==> config.mk <==
export PLATFORM = sky130hd
export DESIGN_NAME = uart_rx_param
export DESIGN_NICKNAME = d
export VERILOG_FILES = /design/src/rtl/uart_rx_param.sv
export SDC_FILE = /design/constraint.sdc
export NUM_CORES = 1
export LEC_CHECK = 0
export ABC_AREA = 1
export ABC_CLOCK_PERIOD_IN_PS = 1900
export CAP_MARGIN = 15
export CELL_PAD_IN_SITES_DETAIL_PLACEMENT = 1
export CELL_PAD_IN_SITES_GLOBAL_PLACEMENT = 1
export CORE_MARGIN = 8
export CORE_UTILIZATION = 40
export CTS_CLUSTER_DIAMETER = 40
export CTS_CLUSTER_SIZE = 30
export DETAILED_ROUTE_END_ITERATION = 8
export GPL_TIMING_DRIVEN = 0
export PLACE_DENSITY_LB_ADDON = 0.1
export SYNTH_ARGS = -nofsm -noshare
export SYNTH_HDL_FRONTEND = slang
export SYNTH_SLANG_ARGS = --single-unit
export TNS_END_PERCENT = 10
==> constraint.sdc <==
create_clock -name clk -period 1.9 [get_ports clk]
set_input_delay 0.57 -clock clk [delete_from_list [all_inputs] [get_ports clk]]
set_output_delay 0.57 -clock clk [all_outputs]
set_load 0.005 [all_outputs]
==> src/rtl/uart_rx_param.sv <==
// Parametrised UART receiver: 2-flop input synchroniser, mid-bit sampling,
// optional parity, 1-2 stop bits, error pulses and a valid/ready output.
`timescale 1ns/1ps
module uart_rx_param #(
  parameter int CLK_FREQ  = 10000000,
  parameter int BAUD_RATE = 115200,
  parameter int DATA_BITS = 8,
  parameter int PARITY    = 0,
  parameter int STOP_BITS = 1
) (
  input  logic                 clk,
  input  logic                 rst_n,
  input  logic                 rx,
  output logic [DATA_BITS-1:0] out_data,
  output logic                 out_valid,
  input  logic                 out_ready,
  output logic                 parity_err,
  output logic                 frame_err,
  output logic                 overrun,
  output logic                 busy
);

  localparam int unsigned CPB = CLK_FREQ / BAUD_RATE;
  localparam int unsigned CW  = $clog2(CPB);
  localparam logic [CW-1:0] CNT_LAST = CW'(CPB - 1);
  localparam logic [CW-1:0] CNT_HALF = CW'(CPB / 2 - 1);
  localparam logic [3:0] DATA_LAST = 4'(DATA_BITS - 1);
  localparam logic [3:0] STOP_LAST = 4'(STOP_BITS - 1);

  localparam logic [2:0] S_IDLE      = 3'd0;
  localparam logic [2:0] S_START     = 3'd1;
  localparam logic [2:0] S_DATA      = 3'd2;
  localparam logic [2:0] S_PARITY    = 3'd3;
  localparam logic [2:0] S_STOP      = 3'd4;
  localparam logic [2:0] S_WAIT_HIGH = 3'd5;

  logic                 sync1_q, sync2_q, rx_s;
  logic [2:0]           state_q, state_d;
  logic [CW-1:0]        cnt_q, cnt_d;
  logic [3:0]           idx_q, idx_d;
  logic [DATA_BITS-1:0] shreg_q, shreg_d;
  logic                 perr_q, perr_d;
  logic                 done_q, done_d;
  logic                 ferr_q, ferr_d;
  logic                 ovr_q, ovr_d;
  logic [DATA_BITS-1:0] data_q, data_d;
  logic                 valid_q, valid_d;
  logic                 perr_out_q, perr_out_d;

  assign rx_s = sync2_q;

  // Two-flop synchroniser for the asynchronous line; idles high.
  always_ff @(posedge clk or negedge rst_n) begin
    if (!rst_n) begin
      sync1_q <= 1'b1;
      sync2_q <= 1'b1;
    end else begin
      sync1_q <= rx;
      sync2_q <= sync1_q;
    end
  end

  // Frame sequencer: bit timing, sampling and per-frame error detection.
  always_comb begin
    state_d = state_q;
    cnt_d   = cnt_q + CW'(1);
    idx_d   = idx_q;
    shreg_d = shreg_q;
    perr_d  = perr_q;
    done_d  = 1'b0;
    ferr_d  = 1'b0;
    case (state_q)
      S_IDLE: begin
        cnt_d = '0;
        if (!rx_s) state_d = S_START;
      end
      S_START: begin
        if (cnt_q == CNT_HALF) begin
          cnt_d = '0;
          if (rx_s) begin
            state_d = S_IDLE;
          end else begin
            state_d = S_DATA;
            idx_d   = '0;
            perr_d  = 1'b0;
          end
        end
      end
      S_DATA: begin
        if (cnt_q == CNT_LAST) begin
          cnt_d   = '0;
          shreg_d = {rx_s, shreg_q[DATA_BITS-1:1]};
          if (idx_q == DATA_LAST) begin
            idx_d   = '0;
            state_d = (PARITY != 0) ? S_PARITY : S_STOP;
          end else begin
            idx_d = idx_q + 4'd1;
          end
        end
      end
      S_PARITY: begin
        if (cnt_q == CNT_LAST) begin
          cnt_d   = '0;
          perr_d  = (PARITY == 1) ? ~(^shreg_q ^ rx_s) : (^shreg_q ^ rx_s);
          idx_d   = '0;
          state_d = S_STOP;
        end
      end
      S_STOP: begin
        if (cnt_q == CNT_LAST) begin
          cnt_d = '0;
          if (!rx_s) begin
            ferr_d  = 1'b1;
            state_d = S_WAIT_HIGH;
          end else if (idx_q == STOP_LAST) begin
            // Leave at mid-stop so a following start bit is never missed.
            done_d  = 1'b1;
            state_d = S_IDLE;
          end else begin
            idx_d = idx_q + 4'd1;
          end
        end
      end
      S_WAIT_HIGH: begin
        cnt_d = '0;
        if (rx_s) state_d = S_IDLE;
      end
      default: begin
        cnt_d   = '0;
        state_d = S_IDLE;
      end
    endcase
  end

  // Sequencer state registers.
  always_ff @(posedge clk or negedge rst_n) begin
    if (!rst_n) begin
      state_q <= S_IDLE;
      cnt_q   <= '0;
      idx_q   <= '0;
      shreg_q <= '0;
      perr_q  <= 1'b0;
      done_q  <= 1'b0;
      ferr_q  <= 1'b0;
    end else begin
      state_q <= state_d;
      cnt_q   <= cnt_d;
      idx_q   <= idx_d;
      shreg_q <= shreg_d;
      perr_q  <= perr_d;
      done_q  <= done_d;
      ferr_q  <= ferr_d;
    end
  end

  // Output handshake: load a finished frame if the slot is free or being
  // accepted this cycle, otherwise drop it and flag overrun.
  always_comb begin
    valid_d    = valid_q;
    data_d     = data_q;
    perr_out_d = perr_out_q;
    ovr_d      = 1'b0;
    if (valid_q && out_ready) begin
      valid_d    = 1'b0;
      perr_out_d = 1'b0;
    end
    if (done_q) begin
      if (!valid_q || out_ready) begin
        data_d     = shreg_q;
        perr_out_d = perr_q;
        valid_d    = 1'b1;
      end else begin
        ovr_d = 1'b1;
      end
    end
  end

  // Output registers.
  always_ff @(posedge clk or negedge rst_n) begin
    if (!rst_n) begin
      data_q     <= '0;
      valid_q    <= 1'b0;
      perr_out_q <= 1'b0;
      ovr_q      <= 1'b0;
    end else begin
      data_q     <= data_d;
      valid_q    <= valid_d;
      perr_out_q <= perr_out_d;
      ovr_q      <= ovr_d;
    end
  end

  assign out_data   = data_q;
  assign out_valid  = valid_q;
  assign parity_err = perr_out_q;
  assign frame_err  = ferr_q;
  assign overrun    = ovr_q;
  assign busy       = (state_q != S_IDLE);

endmodule

Word level (Yosys, flattened, before mapping). Index checks and enable logic that the tools add are counted.

Register bits after elaboration: 38. Output and inout port bits: 13.

Muxes and demuxes: 42. Reduce and logical (&&, ||, !) cells: 15. Add/sub/neg operators: 2. Bitwise operators: 1. Equality and inequality tests: 19.

Operators by type and width (number): $mux 4 (8); $mux 3 (9); $ne 2x2->1 const B (10); $mux 1 (18); $pmux 3 s6 (1); $pmux 4 s4 (1); $reduce_and 8->1 (2); $mux 7 (2); $pmux 7 s2 (1); $reduce_xor 8->1 (1); $add 7x1->7 const B (1); $eq 7x6->1 const B (1); $eq 7x7->1 const B (1); $eq 3x2->1 const B (2); $eq 3x3->1 const B (2); $add 4x1->4 const B (1); $eq 4x3->1 const B (1); $logic_not 4->1 (1); $reduce_and 2->1 (2); $reduce_and 4->1 (1); $reduce_bool 4->1 (1); $eq 3x1->1 const B (1); $logic_not 3->1 (1); $ne 3x3->1 const B (1); other kinds (9) (9).

Depth between registers and ports, before layout. Gate-level depths: netlist of run 1.

Word-level depth: 5. Gate-level depth with buffers: 11. Gate-level depth less buffers: 11.

Worst setup path after synthesis of run 1. Ideal clock, no wire load.

Path type: register to register. From: register cnt_q[1]. To: register shreg_q[7]. Arrival: 1.330 ns. Path slack: 0.447 ns. Cell stages (with the launch flop): 9. Setup time: 0.123 ns. Cell sequence: dfrtp_1 > inv_1 > ha_1 > nand4_4 > or2_1 > buf_6 > buf_12 > nand2_2 > o21ai_2.

Word-level cells in the longest chain between the ends: 2.

RTL lines: start, declared (RTL line 39) `logic [CW-1:0] cnt_q, cnt_d;`; start signal, assigned (RTL line 147) `cnt_q <= cnt_d;`; $eq 7x7->1 (RTL line 90) `if (cnt_q == CNT_LAST) begin`; $reduce_and 2->1 (no source line); end signal, assigned (RTL line 149) `shreg_q <= shreg_d;`; end, declared (RTL line 41) `logic [DATA_BITS-1:0] shreg_q, shreg_d;`.

Every way passes these cells. A chain may end at the register's enable or synchronous reset.

Worst setup path after layout of run 1.
From: register valid_q (netlist: out_valid). To: output port out_valid.

RTL lines: start, declared (RTL line 47) `logic valid_q, valid_d;`; start signal, assigned (RTL line 187) `valid_q <= valid_d;`; end, declared (RTL line 15) `output logic out_valid,`.

No word-level cell between the ends.

==> flow_metrics.env, run 1 <==
export IMPL_slew_violations=0
export IMPL_fin_crit_sh_pct=90.9
export IMPL_async_flop_share_pct=100
export IMPL_synth_edf_count=0
export IMPL_cpMaxStageDelayCell="clkdlybuf4s50_1"
export IMPL_worst_ep_arrival_time_ns=1.16
export IMPL_setup_violations_final=0
export IMPL_nNetsFinal=280
export IMPL_dpl_hpwl_mm=3.17
export IMPL_synth_nets=254
export IMPL_outcome="complete, no violations"
export IMPL_synth_seq_cells=38
export IMPL_cap_viol_max_count=0
export IMPL_stdcell_count=339
export IMPL_yosysMostFrequentCell="nand2_1"
export IMPL_powerDensity_nw_per_um2=1040
export IMPL_rsz0062_at_grt="no"
export IMPL_drt_iter0_markers=37
export IMPL_fmax_ghz=0.579
export IMPL_skew_ns=0.0102
export IMPL_synth_flop_cell="dfrtp_1"
export IMPL_utilization_pct=50.0
export IMPL_clockBufferDepth=2
export IMPL_critical_path_class="flip-flop to output pin"
export IMPL_postPlaceCellArea_um2=2230
export IMPL_crit_buf_inv=1
export IMPL_grt_max_degree=39
export IMPL_p_leak_uw=0.00114
export IMPL_place_congestion=0.814
export IMPL_rows=25
export IMPL_yosys_warnings=0
export IMPL_final_layout_size_suffix_gt1_share_pct=15.8
export IMPL_clkLatencyLatePin_ns=0.29
export IMPL_io_buffers=16
export IMPL_crit_chain="clkdlybuf4s50_1"
export IMPL_core_area_um2=4750
export IMPL_grt_pass1_vias=1709
export IMPL_yosys_area_top_type="dfrtp_1"
export IMPL_timing_final_hold_violations=0
export IMPL_drcViolationCount=0
export IMPL_root_buffer="clkbuf_8"
export IMPL_antenna_found_initial=0
export IMPL_startpoint_type="flip-flop"
export IMPL_vias=1620
export IMPL_clk_pin_slew_ns=0.07
export IMPL_die_y_um=86.6
export IMPL_dp_cells=328
export IMPL_period_minus_slack_ns=1.73
export IMPL_die_width_um=86.6
export IMPL_area_delta_synth_final_pct=19.1
export IMPL_grt_first_pass_wirelength_mm=7.75
export IMPL_diodes=0
export IMPL_final_antenna_net_count=0
export IMPL_tightestPinTransition_ns=0.838
export IMPL_fin_area_um2=2380
export IMPL_netlist_area_um2=2000
export IMPL_start_util_pct=42.0
export IMPL_crit_family="buffers and inverters"
export IMPL_wirelength_mm=4.29
export IMPL_firstDrtPassIters=4
export IMPL_p_total_uw=2470
export IMPL_synth_area_top_cells="dfrtp_1 45%, nand2_1 13%, inv_1 6.4%"
export IMPL_clock_sinks=38
export IMPL_seq_area_frac_synth_pct=47.8
export IMPL_cts_tree="done"
export IMPL_globalRouteOverflowTotal=0
export IMPL_h_tree_depth=2
export IMPL_syn_avg_cell_area_um2=8.15
export IMPL_r2r_setup_slack_ns=0.30
export IMPL_synth_cell_types=29
export IMPL_slew_limit_headroom_pct=44.1
export IMPL_cp_slowest_stage_delay_ns=0.51
export IMPL_tns_ns=0
export IMPL_postSynthCellCount=245
export IMPL_viasPerCell=4.78
export IMPL_die_area_um2=7510
export IMPL_hold_path_class="flip-flop to flip-flop"
export IMPL_critPathRequiredTime_ns=1.33
export IMPL_worstSetupEndpointType="output pin"
export IMPL_path_max_fanout=3
export IMPL_wire_per_inst_um=12.7
export IMPL_max_vdd_ir_drop_v=0.000486
export IMPL_synth_top_area_share_pct=45.1
export IMPL_synth_common_cells="68 x nand2_1, 36 x dfrtp_1, 34 x inv_1"
export IMPL_numCtsBuffers=5
export IMPL_ioPinCount=17
export IMPL_gr_usage_all_layers_pct=12.9
## layer usage
metal | up-vias | track usage [%] | wire length (um)
li1 | 817 | - | -
met1 | 781 | 14.8 | 1950
met2 | 20 | 22.7 | 2160
met3 | 2 | 3.50 | 150
met4 | 0 | 4.23 | 29
met5 | - | 0 | 0
## worst paths after layout
kind | startpoint | endpoint | cells after the start
worst max-delay path | out_valid | out_valid | 1
worst min-delay path | sync1_q | rx_s | 0
worst max register to register | rx_s | idx_q[0] | 7
worst min register to register | sync1_q | rx_s | 0
max in group asynchronous | rst_n | state_q[2] | 1
min in group asynchronous | rst_n | cnt_q[0] | 1
## cell usage in the layout, fill, tap and decap left out, types with 3 or more instances in the layout
| cell type | n |
|---|---|
| o21ai_0 | 11 |
| nand2_2 | 4 |
| o21ai_2 | 9 |
| buf_4 | 5 |
| nand3_1 | 24 |
| dfrtp_1 | 33 |
| dfrtp_2 | 3 |
| nor2_1 | 21 |
| nand2_1 | 68 |
| clkdlybuf4s50_1 | 14 |
| ha_1 | 5 |
| nand4_1 | 3 |
| clkbuf_8 | 5 |
| inv_2 | 3 |
| nor3_1 | 4 |
| inv_1 | 34 |
## logic make-up (layout without fill, tap and decap cells)
logic type | Yosys count | in the layout | synth area share [%]
AOI/OAI and AO/OA | 24 | 24 | 7.96
xor gates and xnor gates | 4 | 4 | 1.76
adders and majority gates | 5 | 5 | 3.13
buffers and inverters | 43 | 70 | 9.91
DFF | 38 | 38 | 47.8
and+or+nand+nor | 131 | 131 | 29.5
## repair_timing
item                                    in CTS  in global routing
endpoints found under the setup margin       1                  7
pin swaps                                    1                  0
resized for setup                            6                  0
hold buffers                                 0                  0
setup buffers                                4                  0
endpoints found under the hold margin        0                  0
## final cells by class
| cell class | instances | area, um2 |
|---|---|---|
| Fill cell | 595 | 2380 |
| Sequential cell | 38 | 957 |
| Multi-Input combinational cell | 164 | 852 |
| Timing Repair Buffer | 20 | 184 |
| Inverter | 38 | 144 |
| Tap cell | 67 | 83.8 |
| Clock buffer | 7 | 76.3 |
| Buffer | 4 | 50.0 |
| Clock inverter | 1 | 30.0 |
## power by group
part / internal [uW] / switching, uW
combinational: 305 / 550
sequential: 879 / 68.8
clock: 393 / 278
## per-stage QoR
step,hold slack (ns),setup slack [ns]
3_5_place_dp,0.348,-0.143
6_report,0.357,0.172
4_1_cts,0.358,0.148
3_3_place_gp,0.348,-0.659
2_1_floorplan,0.274,0.447
5_1_grt,0.367,0.0828
## state kept, by name, indices dropped and copies added (netlist names), 3 cells and up
| name | cells |
|---|---|
| cnt_q | 7 |
| idx_q | 4 |
| out_data | 8 |
| shreg_q | 8 |
| state_q | 3 |
## worst register-to-register path, stage by stage (launching register included)
cell and delay, ns:
dfstp_2 0.56, inv_1 0.14, nand2_2 0.14, o21ai_1 0.08
nor2_2 0.26, nand2_1 0.17, nand2_1 0.10, nand2_1 0.05
(Power assumes the default switching activity.)
==> run 2, diff against run 1 <==
ABC_CLOCK_PERIOD_IN_PS = 1800   (was 1900)
clock period = 1.8 ns   (was 1.9 ns; I/O delays follow)
==> run 2 against run 1 <==
  * Sequential share of layout area shrank 0.085 points
  * Via count decreased by 0.19%
  * Largest power group unchanged
  * Count of clock-buffer cells in the layout stayed put
==> flow_metrics.env, run 2 (synthesis results as in run 1) <==
export IMPL_outcome="complete, no violations"
export IMPL_clkLatencyLatePin_ns=0.29
export IMPL_period_minus_slack_ns=1.70
export IMPL_cap_viol_max_count=0
export IMPL_hold_slack_ns=0.344
export IMPL_fin_ws_ns=0.102
export IMPL_path_max_fanout=3
export IMPL_viasPerCell=4.76
export IMPL_vias=1617
export IMPL_place_ws_ns=-0.213
export IMPL_timing_final_hold_violations=0
export IMPL_numCtsBuffers=5
export IMPL_drt_iter0_markers=44
export IMPL_hold_buffers=0
export IMPL_clk_pin_slew_ns=0.08
export IMPL_crit_family="buffers and inverters"
export IMPL_max_vdd_ir_drop_v=0.000514
export IMPL_diodes=0
export IMPL_io_buffers=16
export IMPL_wirelength_mm=4.31
export IMPL_grt_max_degree=39
export IMPL_core_area_um2=4750
export IMPL_n_fill_cell=595
export IMPL_tns_ns=0
export IMPL_clockBufferDepth=2
export IMPL_skew_ns=0.00984
export IMPL_grt_first_pass_wirelength_mm=7.75
export IMPL_cpMaxStageDelayCell="clkdlybuf4s50_1"
export IMPL_slew_limit_headroom_pct=44.1
export IMPL_critPathRequiredTime_ns=1.26
export IMPL_dpl_hpwl_mm=3.17
export IMPL_critical_path_class="flip-flop to output pin"
export IMPL_wire_per_inst_um=12.7
export IMPL_grt_busiest_layer="met2"
export IMPL_clock_sinks=38
export IMPL_root_buffer="clkbuf_8"
export IMPL_crit_chain="clkdlybuf4s50_1"
export IMPL_die_y_um=86.6
export IMPL_start_util_pct=42.0
export IMPL_setup_violations_final=0
export IMPL_gr_usage_all_layers_pct=12.9
export IMPL_slew_violations=0
export IMPL_p_leak_uw=0.00115
export IMPL_die_area_um2=7510
export IMPL_final_cell_mix="68 x nand2_1, 34 x inv_1, 33 x dfrtp_1"
export IMPL_h_tree_depth=2
export IMPL_grt_pass1_vias=1709
export IMPL_rsz0062_at_grt="no"
export IMPL_nNetsFinal=281
export IMPL_cp_slowest_stage_delay_ns=0.51
export IMPL_tightestPinTransition_ns=0.838
export IMPL_grt_util_met1_pct=14.8
export IMPL_place_congestion=0.814
export IMPL_ioPinCount=17
export IMPL_drcViolationCount=0
export IMPL_final_layout_size_suffix_gt1_share_pct=16.1
export IMPL_rows=25
export IMPL_worst_ep_arrival_time_ns=1.16
export IMPL_cts_tree="done"
export IMPL_startpoint_type="flip-flop"
export IMPL_firstDrtPassIters=4
export IMPL_fmax_ghz=0.589
export IMPL_hold_path_class="primary input to asynchronous set/reset pin"
export IMPL_p_total_uw=2610
export IMPL_fin_crit_sh_pct=94.3
export IMPL_grtUsageMet2_pct=22.7
export IMPL_worstSetupEndpointType="output pin"
export IMPL_powerDensity_nw_per_um2=1100
export IMPL_final_antenna_net_count=0
export IMPL_dp_cells=328
export IMPL_final_common_cell="nand2_1"
export IMPL_gr_usage_met3_pct=3.50
export IMPL_antenna_found_initial=0
export IMPL_die_width_um=86.6
export IMPL_area_delta_synth_final_pct=19.4
export IMPL_stdcell_count=340
export IMPL_crit_buf_inv=1
export IMPL_globalRouteOverflowTotal=0
[run 2: cell count changes in the layout (fill, tap and decap cells not counted), sizes merged]
cell	change
clkbuf	+1
[run 2: timing repair]
| item | in CTS | in global routing |
|---|---|---|
| pin swaps | 1 | 0 |
| buffers inserted | 4 | 0 |
| setup endpoints to repair | 1 | 8 |
| resized for setup | 6 | 2 |
[run 2: cell type report]
type,instances,area (um2),area share [%]
Sequential cell,38,957,40.2
Multi-Input combinational cell,164,852,35.8
Tap cell,67,83.8,3.52
Clock inverter,1,30.0,1.26
Inverter,38,144,6.04
Clock buffer,7,76.3,3.20
Timing Repair Buffer,20,184,7.72
Buffer,5,55.1,2.31
[run 2: per-stage QoR]
step	cell area [um2]	utilization (%)
detailed placement	2230	47.0
floorplan	2000	-
CTS	2380	50.1
global placement	2240	47.1
global route	2380	50.1
finish	2380	50.1
[run 2: power breakdown]
group / leakage [uW] / internal (uW) / switching (uW) / total, uW
logic: 0.000580 / 321 / 581 / 902
clock network: 0.0000524 / 415 / 294 / 709
registers: 0.000514 / 927 / 72.1 / 1000
total: 0.00115 / 1660 / 947 / 2610
[run 2: worst paths after layout]
path                            start  depth (start not counted)          to  slack, ns
max                         out_valid                          1   out_valid       0.10
min                             rst_n                          1    cnt_q[0]       0.34
max reg2reg                state_q[1]                          9    idx_q[0]       0.20
min reg2reg                   sync1_q                          0        rx_s       0.36
max in group asynchronous       rst_n                          1  state_q[2]       0.86
min in group clk              sync1_q                          0        rx_s       0.36
[run 2: per-layer routing]
| metal | share of wire, % | wire (um) |
|---|---|---|
| met1 | 45 | 1940 |
| met2 | 51 | 2190 |
| met3 | 3.5 | 150 |
| met4 | 0.67 | 29 |
| met5 | 0 | 0 |
==> run 3, diff against run 2 <==
CORE_ASPECT_RATIO = 0.75   (was default)
==> run 3 against run 2 <==
  * Clock power increased by 7.8%
  * Die area is 0.31% higher
  * Sequential share of layout area is 0.063 points higher
  * Sequential power barely moved
  * Via count shrank 1.2%
  * Cell count down 2.4%
  * Flip-flop and latch count unchanged
  * Setup slack got worse by 0.0092 ns
  * Register-to-register slack got worse by 0.04 ns
  * Worst hold slack improved by 0.016 ns
  * Total power increased by 2.3%
  * Global-route usage is 0.16 points lower
  * Highest routed layer unchanged
==> flow_metrics.env, run 3 (synthesis results as in run 1) <==
export IMPL_startpoint_type="flip-flop"
export IMPL_final_common_cell="nand2_1"
export IMPL_setup_violations_final=0
export IMPL_multi_input_area_um2=852
export IMPL_h_tree_depth=2
export IMPL_final_antenna_net_count=0
export IMPL_vias=1597
export IMPL_slew_limit_headroom_pct=42.0
export IMPL_cts_tree="done"
export IMPL_gr_usage_all_layers_pct=12.8
export IMPL_wire_per_inst_um=13.6
export IMPL_cap_viol_max_count=0
export IMPL_grt_pass1_vias=1663
export IMPL_skew_ns=0.00332
export IMPL_final_cell_mix="68 x nand2_1, 34 x inv_1, 33 x dfrtp_1"
export IMPL_core_area_um2=4840
export IMPL_area_delta_synth_final_pct=19.2
export IMPL_fin_crit_sh_pct=94.8
export IMPL_hold_path_class="primary input to asynchronous set/reset pin"
export IMPL_viasPerCell=4.81
export IMPL_drt_iter0_markers=62
export IMPL_ff2ff_path_depth=8
export IMPL_rsz0062_at_grt="no"
export IMPL_max_vdd_ir_drop_v=0.000649
export IMPL_r2r_setup_slack_ns=0.16
export IMPL_grt_max_degree=39
export IMPL_cp_slowest_stage_delay_ns=0.44
export IMPL_die_y_um=77.2
export IMPL_wirelength_mm=4.52
export IMPL_numCtsBuffers=5
export IMPL_die_area_um2=7530
export IMPL_antenna_found_initial=0
export IMPL_powerDensity_nw_per_um2=1120
export IMPL_drcViolationCount=0
export IMPL_place_congestion=0.767
export IMPL_crit_buf_inv=1
export IMPL_dp_cells=321
export IMPL_final_layout_size_suffix_gt1_share_pct=16.2
export IMPL_path_max_fanout=2
export IMPL_rows=22
export IMPL_root_buffer="clkbuf_8"
export IMPL_hold_buffers=0
export IMPL_clkLatencyLatePin_ns=0.29
export IMPL_clock_sinks=38
export IMPL_start_util_pct=41.2
export IMPL_globalRouteOverflowTotal=0
export IMPL_io_buffers=16
export IMPL_tightestPinTransition_ns=0.869
export IMPL_stdcell_count=332
export IMPL_utilization_pct=49.1
export IMPL_clk_pin_slew_ns=0.08
export IMPL_critical_path_class="flip-flop to output pin"
export IMPL_die_width_um=97.6
export IMPL_slew_violations=0
export IMPL_nNetsFinal=280
export IMPL_cpMaxStageDelayCell="dfrtp_2"
export IMPL_firstDrtPassIters=4
export IMPL_path_depth=3
export IMPL_worst_ep_arrival_time_ns=1.17
export IMPL_regArea_um2=957
export IMPL_dpl_hpwl_mm=3.44
export IMPL_outcome="complete, no violations"
export IMPL_grt_first_pass_wirelength_mm=7.82
export IMPL_critPathRequiredTime_ns=1.26
export IMPL_diodes=0
export IMPL_period_minus_slack_ns=1.71
export IMPL_p_leak_uw=0.00115
export IMPL_crit_family="flip-flops"
export IMPL_fmax_ghz=0.586
export IMPL_worstSetupEndpointType="output pin"
export IMPL_timing_final_hold_violations=0
export IMPL_clockBufferDepth=2
export IMPL_ioPinCount=17
export IMPL_n_fill_cell=587
export IMPL_crit_chain="nor2_4 > nand2_1 > dlygate4sd2_1"
## run 3: cell count changes in the layout (fill, tap and decap cells not counted), sizes merged
cell,delta
clkbuf,-1
## run 3: repair_timing
action,4_1_cts,5_1_grt
resized for setup,6,0
pin swaps,1,0
setup buffers,4,0
cloned,0,0
endpoints found under the setup margin,1,7
## run 3: stage by stage
step / power (uW) / worst slack, ns / instance area, um2 / hold slack (ns) / setup TNS, ns
after CTS: 2700 / 0.0702 / 2380 / 0.365 / 0
after floorplan: 1590 / 0.347 / 2000 / 0.244 / 0
after global routing: 2870 / 0.00890 / 2380 / 0.366 / 0
after global placement: 1830 / -0.755 / 2230 / 0.347 / -29.20
final: 2670 / 0.0930 / 2380 / 0.360 / 0
after detailed placement: 1840 / -0.242 / 2230 / 0.353 / -1.64
## run 3: worst paths after layout
kind                                 start           to
worst max-delay path            state_q[0]         busy
worst min-delay path                 rst_n  out_data[5]
worst max register to register  state_q[0]   shreg_q[7]
worst min register to register     sync1_q         rx_s
max in group asynchronous            rst_n   state_q[1]
min in group clk                   sync1_q         rx_s
## run 3: layer usage
layer	vias up	GRT usage, %	routed length [um]	share of wire (%)
met3	7	3.94	165	3.7
met4	0	4.83	56	1.2
met5	-	0	0	0
met1	759	16.4	2370	53
li1	816	-	-	-
met2	15	19.6	1920	43
## run 3: power breakdown
group	internal (uW)	switching (uW)	total, uW
clock	452	311	764
combinational	323	585	908
sequential	927	71.2	998
total	1700	967	2670
## run 3: area by class of cell
cell class / instances / area share (%)
tap: 60 / 3.16
timing repair buffer: 20 / 7.73
clock buffer: 7 / 3.63
inverter: 38 / 6.05
multi-input combinational: 164 / 35.8
sequential: 38 / 40.2
clock inverter: 1 / 1.26
buffer: 4 / 2.10
==> edit: new RTL, flow settings as in run 2 <==
Set the parameter `PARITY` to 1 (it was 0).
--- a/src/rtl/uart_rx_param.sv
+++ b/src/rtl/uart_rx_param.sv
@@ -6,5 +6,5 @@
   parameter int BAUD_RATE = 115200,
   parameter int DATA_BITS = 8,
-  parameter int PARITY    = 0,
+  parameter int PARITY    = 1,
   parameter int STOP_BITS = 1
 ) (
Formal check against the unedited RTL: same outputs for any inputs over 10 cycles, from zero or initial values and one cycle with rst_n low; that may be too few to reach the edited logic, so the function may still have changed.
==> edit against run 2 <==
Sequential cell count is the same; power grew 0.88%; area after synthesis decreased by 4.3%; die area is 3.5% lower; first-iteration DRC count increased by 16%; critical path type unchanged; wire length down 3.5%; worst setup slack lost 0.0032 ns; design area down 5.7%.
==> edit: results (changes against run 2) <==
[sta]
tightest_slew_ns=0.860  ; was 0.838 ns
min_period_ns=1.70  ; about the same
holdWs_ns=0.362  ; was 0.344 ns
fin_skew_ns=0.00414  ; was 0.00984 ns

[outcome]
status=completed  ; unchanged

[global_routing]
grt_max_degree=39  ; unchanged
grt_usage_pct=12.4  ; was 12.9%
grt_use_met1_pct=15.0  ; was 14.8%
grt_pass1_vias=1541  ; was 1709
grt.met2_usage_pct=20.0  ; was 22.7%
antenna_found_initial=0  ; unchanged
met3_usage_pct=4.05  ; was 3.50%
grt_pass1_wl_um=7130  ; was 7750 um

[yosys]
synth_nets=247  ; was 254
synthAdderAreaFrac_pct=3.28  ; was 3.13%
ys_types=26  ; was 29
ys_seq_area_share_pct=49.9  ; was 47.8%
synth_cells=238  ; was 245
synth_xor_area_share_pct=2.75  ; was 1.76%
synth_compound_area_share_pct=7.60  ; was 7.96%
yosys-top-cells-area=dfrtp_1, nand2_1, nand3_1  ; was dfrtp_1, nand2_1, inv_1
synthTopCellsByCount=nand2_1, dfrtp_1, inv_1  ; unchanged
synth.area.mux_share_pct=0  ; unchanged
async_flop_share_pct=100  ; unchanged

[worst_hold_path]
hold_path_class=primary input to async pin  ; unchanged

[placement]
place_ws_ns=-0.156  ; was -0.213 ns
hpwl_um=3040  ; was 3170 um
dp_cells=308  ; was 328
gp_congestion=0.788  ; was 0.814
placed_cell_area_mm2=0.00213  ; was 0.00223 mm^2

[cells_and_area]
drive_gt1_share_pct=13.3  ; was 16.1%
final_nets=272  ; was 281
nFillCells=597  ; was 595
finalNonFillerCells=318  ; was 340

[clock_network]
clk_latency_ns=0.28
clk_pin_slew_ns=0.07
cts_made_buffers=5  ; unchanged
post_cts_buffers=2  ; was 4
cts_resized=5  ; was 6
clk_path_buf_depth=2  ; unchanged

[setup_path]
crit_path_end=busy  ; was out_valid
cp-startpoint=state_q[0]$_DFFE_PN0P_  ; was out_valid$_DFF_PN0_
cp_slowest_stage_delay_ns=0.43  ; was 0.51 ns
reg2reg_setup_slack_ns=0.27  ; was 0.20 ns
critical-path-top-delay-family=flip-flops  ; was buffers and inverters
r2r-start=cnt_q[1]$_DFF_PN0_  ; was state_q[1]$_DFFE_PN0P_
cp_slowest_cell=dfrtp_2  ; was clkdlybuf4s50_1
r2r_cells=11  ; was 9

[drt]
top_layer=met4  ; unchanged
drt-vias-per-instance=4.84  ; was 4.76
drt-total-wl_um=4160  ; was 4310 um
wl_met3_um=130  ; was 150 um
drtPass1Iterations=4  ; unchanged
drt_iter0_markers=51  ; was 44
wl_met1_um=2020  ; was 1940 um
met2_length_um=1960  ; was 2190 um

[pwr]
leakagePower_uw=0.00105  ; was 0.00115 uW
vdd_ir_drop_max_mv=0.601  ; was 0.514 mV

-- edit: cell count changes after synthesis, moves of 2 or more --
cell / delta
inv_1: -8
o21ai_2: -7
o21ai_0: +6
nand2_1: +4
nand3_1: -3
nor2_1: -3
inv_2: +2
nand2_2: +2
nor2_2: +2
nor3_1: -2
o21ai_1: +2
-- edit: kinds of logic after synthesis --
logic type / count (synthesis)
xor+xnor: 6
fa+ha+maj: 5
flops: 38
compound gates: 26
buf+inv: 34
simple gates: 129
-- edit: layout make-up --
cell class / instances / area, um^2 / share of cell area, %
Sequential cell: 38 / 957 / 42.6
Timing Repair Buffer: 18 / 169 / 7.52
Inverter: 31 / 116 / 5.18
Multi-Input combinational cell: 166 / 825 / 36.7
Buffer: 3 / 20.0 / 0.891
Clock buffer: 7 / 86.3 / 3.84
Tap cell: 54 / 67.6 / 3.01
Clock inverter: 1 / 5.00 / 0.223
-- edit: where the power goes --
group	internal (uW)	switching [uW]	total (uW)
sequential	936	104	1040
combinational	355	637	992
clock	309	292	601
